File: src/rtl/aes_pkg.sv
// Shared AES definitions: sequencer state encoding,
// round constants and the GF(2^8) xtime helper.
package aes_pkg;

  typedef enum logic [1:0] {
    ST_IDLE  = 2'd0,
    ST_ROUND = 2'd1,
    ST_DONE  = 2'd2
  } aes_state_t;

  localparam logic [7:0] AES_RCON_INIT = 8'h01;
  localparam logic [7:0] AES_RCON_POLY = 8'h1B;
  localparam int         AES128_ROUNDS = 10;

  // multiply by x in GF(2^8) mod x^8+x^4+x^3+x+1
  function automatic logic [7:0] xtime(
    input logic [7:0] b
  );
    return {b[6:0], 1'b0}
         ^ (b[7] ? AES_RCON_POLY : 8'h00);
  endfunction

endpackage

File: src/rtl/aes_round_controller.sv
// Iterative AES-128 sequencer: owns state/round-key,
// steps external round and key-expansion units.
module aes_round_controller
  import aes_pkg::*;
#(
  parameter int ROUNDS = AES128_ROUNDS
) (
  input  logic         clk,
  input  logic         rst_,
  input  logic         key_start,
  input  logic [127:0] plain_in,
  input  logic [127:0] key_in,
  input  logic         hold,
  input  logic         abort,
  output logic [127:0] rnd_state_o,
  output logic [127:0] rnd_key_o,
  output logic [7:0]   rcon_o,
  output logic         final_round_o,
  input  logic [127:0] next_key_i,
  input  logic [127:0] rnd_state_i,
  output logic         busy,
  output logic         transformer_done,
  output logic [127:0] cipher_out,
  output logic         cipher_valid
);

  localparam logic [3:0] LAST = 4'(ROUNDS);

  aes_state_t   st;
  logic [127:0] state_q;
  logic [127:0] key_q;
  logic [3:0]   cnt_q;
  logic [7:0]   rcon_q;
  logic [127:0] cipher_q;
  logic         valid_q;

  always_ff @(posedge clk or negedge rst_) begin
    if (!rst_) begin
      st       <= ST_IDLE;
      state_q  <= '0;
      key_q    <= '0;
      cnt_q    <= '0;
      rcon_q   <= AES_RCON_INIT;
      cipher_q <= '0;
      valid_q  <= 1'b0;
    end else begin
      unique case (st)
        ST_IDLE: begin
          if (key_start) begin
            state_q <= plain_in ^ key_in;
            key_q   <= key_in;
            cnt_q   <= 4'd1;
            rcon_q  <= AES_RCON_INIT;
            valid_q <= 1'b0;
            st      <= ST_ROUND;
          end
        end
        ST_ROUND: begin
          if (abort) begin
            cnt_q <= '0;
            st    <= ST_IDLE;
          end else if (!hold) begin
            state_q <= rnd_state_i;
            key_q   <= next_key_i;
            rcon_q  <= xtime(rcon_q);
            cnt_q   <= cnt_q + 4'd1;
            if (cnt_q == LAST) begin
              cipher_q <= rnd_state_i;
              valid_q  <= 1'b1;
              st       <= ST_DONE;
            end
          end
        end
        ST_DONE: st <= ST_IDLE;
        default: st <= ST_IDLE;
      endcase
    end
  end

  assign rnd_state_o      = state_q;
  assign rnd_key_o        = key_q;
  assign rcon_o           = rcon_q;
  assign cipher_out       = cipher_q;
  assign cipher_valid     = valid_q;
  assign busy             = (st != ST_IDLE);
  assign transformer_done = (st == ST_DONE);
  assign final_round_o    = (st == ST_ROUND)
                         && (cnt_q == LAST);

endmodule
File: config.mk
export PLATFORM = sky130hd
export DESIGN_NAME = aes_round_controller
export DESIGN_NICKNAME = d
export VERILOG_FILES = /design/src/rtl/aes_pkg.sv /design/src/rtl/aes_round_controller.sv
export SDC_FILE = /design/constraint.sdc
export NUM_CORES = 1
export LEC_CHECK = 0
export ABC_AREA = 1
export CAP_MARGIN = 25
export CORE_AREA = 4 4 350 352
export DETAILED_ROUTE_END_ITERATION = 12
export DIE_AREA = 0 0 354 356
export PLACE_DENSITY = 0.39
export SYNTH_ARGS = -nofsm -noshare
export SYNTH_HDL_FRONTEND = slang
export SYNTH_SLANG_ARGS = --single-unit
File: constraint.sdc
create_clock -name clk -period 1.8 [get_ports clk]
set_input_delay 0.54 -clock clk [delete_from_list [all_inputs] [get_ports clk]]
set_output_delay 0.54 -clock clk [all_outputs]
set_load 0.03 [all_outputs]
==> out/metrics.csv <==
stage,metric,value,unit
run_status,outcome,"complete, but fails checks",
run_status,violations,setup timing,
global_routing,grt_overflow_total,0,
worst_setup_path,r2r_cells,10,
worst_setup_path,cp_max_fo,5,
floorplanning,dieArea,126000,um^2
global_routing,grt_usage,16.3,%
sta,finalSetupViolCount,308,
drt,routedWlPerCell,21.7,um
sta,hold_viol,0,
synthesis,avgSynthCellArea,7.53,um^2
synthesis,synth_top_flop_cell,dfrtp_1,
placement,port_buffers,912,
global_routing,met3_usage,4.16,%
worst_setup_path,path_cells,inv_4 -> nand2_8 -> buf_4 -> nor2_4 -> buf_6,
drt,wl,115000,um
floorplanning,die_h,356,um
worst_setup_path,worstReg2RegStart,st[1],
synthesis,synthTopCellsByArea,"dfrtp_1 (52%), nand2_1 (21%), o21ai_0 (10%)",
power,p_leak,17.3,nW
finish,fin_util,29.0,%
floorplanning,ioPinCount,913,
global_routing,grtUsageMet1,19.3,%
floorplanning,die_x,354,um
clock_tree,h-tree-depth,2,
finish,synthToLayoutAreaGrowth,79.0,%
clock_tree,cts_tree,built,
synthesis,syn-cell-area,19300,um^2
worst_setup_path,timing.rr.end,rnd_key_o[15],
synthesis,synth_cells,2564,
sta,rsz0062_at_grt,true,
finish,layout-drive-gt1-share,25.7,%
flow_run,max_cap_viol_count,0,
power,vdd_drop_max,0.000743,V
clock_tree,cts.sinks,399,
synthesis,synthTopCellsByCount,"nand2_1 (1080), dfrtp_1 (398), o21ai_0 (395)",
sta,max_slew.worst_pin.slew,515,ps
worst_setup_path,required,1260,ps
synthesis,synth-edff-count,0,
clock_tree,cts_buffer_depth,3,
sta,postLayoutSetupSlackWorst,-473,ps
sta,finalCritPeriodShare,126,%
synthesis,ys_ff_latch,399,
global_routing,grt_pass1_wl,149000,um
sta,relSlewSlack,65.3,%
synthesis,synth-warning-count,0,
placement,gp_congestion,0.847,
floorplanning,core_area,119000,um^2
floorplanning,initial_core_util,16.2,%
synthesis,seq_area_frac_synth,51.7,%
global_routing,grt_use_met2,28.9,%
finish,stdcell_area,34600,um^2
worst_setup_path,slowest_stage,dfrtp_2,
worst_setup_path,cp_slowest_stage_delay,460,ps
global_routing,grt_max_degree,52,
synthesis,synth_top_area_share,51.6,%
min_path,hold_path_class,primary input to async pin,
worst_setup_path,path_class,flop to primary output,
drt,drc_errors,0,
finish,nets,4163,
synthesis,yosys.area.top_type,dfrtp_1,
clock_tree,cts_made_buffers,53,
sta,fmax,440,MHz
drt,first_iter_violations,1196,
drt,ant_nets,0,
placement,dpl_cell_area,31500,um^2
clock_tree,clkSlewWorstSetupHoldPaths,60,ps
drt,drt_pass1_iterations,5,
worst_setup_path,crit_family,flip-flops,
global_routing,antenna_found_initial,16,
sta,drv_slew,0,
clock_tree,clk_latency,620,ps
sta,period_needed,2270,ps
worst_setup_path,cp.arrival,1730,ps
placement,dp_hpwl,83600,um
sta,clock_skew,22.4,ps
worst_setup_path,r2r_slack,-180,ps
worst_setup_path,crit_buf_inv,3,
drt,via_count,20600,
global_routing,first_global_vias,20200,
global_routing,grt_busiest_layer,met2,
synthesis,synth_most_common_cell,nand2_1,
synthesis,synth.distinct_cells,25,
worst_setup_path,end_kind,primary output,
synthesis,synth-async-reset-ratio,100,%
worst_setup_path,path_depth,5,
power,power_density,1600,nW/um^2
floorplanning,rows,127,
worst_setup_path,cp-start-kind,flop,
finish,fill_cells,12900,
clock_tree,cts-root-buf,clkbuf_16,
drt,vias_per_cell,3.88,
synthesis,synth_nets,3083,
==> sequential cells by signal, summed over array words and instances, names as in the netlist <==
| name | cells |
|---|---|
| cipher_out | 128 |
| rnd_key_o | 128 |
| rnd_state_o | 128 |
| rcon_o | 8 |
| cnt_q | 4 |
| st | 2 |
| cipher_valid | 1 |
==> power breakdown <==
part,leakage [nW],switching (W),internal [W],total (W)
clock,0.783,0.00428,0.00596,0.0102
combinational,11.4,0.0192,0.0121,0.0312
sequential,5.09,0.00192,0.0120,0.0140
total,17.3,0.0254,0.0301,0.0554
==> routing by layer <==
metal	vias up	wire length (um)
met3	131	6350
met1	9640	47700
met2	538	58100
li1	10300	-
met4	8	3030
met5	-	55
==> layout make-up <==
type                    instances  area [um^2]  share of cell area (%)
repair buffers               1165        11700                    33.8
flip-flops and latches        399         9990                    28.9
multi-input cells            1788         8250                    23.9
well taps                    1612         2020                    5.84
clock buffers                  81         1540                    4.46
inverters                     235          916                    2.65
clock inverters                 7         68.8                   0.199
repair inverters                2         41.3                   0.120
diodes                         13         32.5                  0.0942
==> placed cells by master, fill, tap and decap left out, drive strengths merged, types with 5 or more instances in the layout <==
cell type and count:
nor2 51, o21ai 426, buf 605, nand3 91
dfrtp 398, clkbuf 118, diode 13, bufbuf 7
or2 86, clkdlybuf4s50 515, clkinv 6, a21oi 5
nand2 1081, o22ai 42, inv 235
==> kinds of logic (layout without fill, tap and decap cells) <==
logic type | after synthesis | count (layout) | synth area share [%]
xor+xnor | 2 | 2 | 0.0908
fa+ha+maj | 2 | 2 | 0.130
simple gates | 1310 | 1310 | 27.3
flops | 399 | 399 | 51.7
other cells | 0 | 13 | 0
compound gates | 474 | 474 | 12.6
buf+inv | 377 | 1490 | 8.21
==> worst register-to-register path: stages, from the launching register on <==
cell and delay (ps):
dfrtp_2 460, buf_6 140, buf_6 110, buf_6 110, a21oi_4 130, nand3_4 170
buf_12 220, buf_4 170, buf_16 150, nand2_1 90, o21ai_0 80
==> per-stage QoR <==
stage	power (W)	setup TNS [ps]	hold slack, ps	setup WS (ps)	cells
3_3_place_gp	0.0416	-137100	462	-488	5105
5_1_grt	0.0590	-76840	399	-605	5296
2_1_floorplan	0.0274	0	244	75.5	2564
6_report	0.0554	-36040	429	-473	5302
3_5_place_dp	0.0416	-146040	464	-537	5105
4_1_cts	0.0513	-6720	377	-592	5225
==> how the worst max path moves through the flow <==
stage	end	slack [ps]	from
4_1_cts	final_round_o	-590	cnt_q[0]
6_report	final_round_o	-470	st[1]
5_1_grt	final_round_o	-610	cnt_q[0]
3_5_place_dp	rnd_state_o[16]	-540	abort
3_3_place_gp	rnd_state_o[69]	-490	abort
2_1_floorplan	final_round_o	80	st[1]
==> what timing repair did <==
item / in CTS / in global routing
resized for setup: 1654 / 264
buffers inserted: 20 / 16
hold buffers: 1 / 0
hold endpoints to repair: 16 / 0
setup endpoints to repair: 665 / 316
gates cloned: 11 / 49
pin swaps: 3 / 12
(Power assumes the default switching activity.)
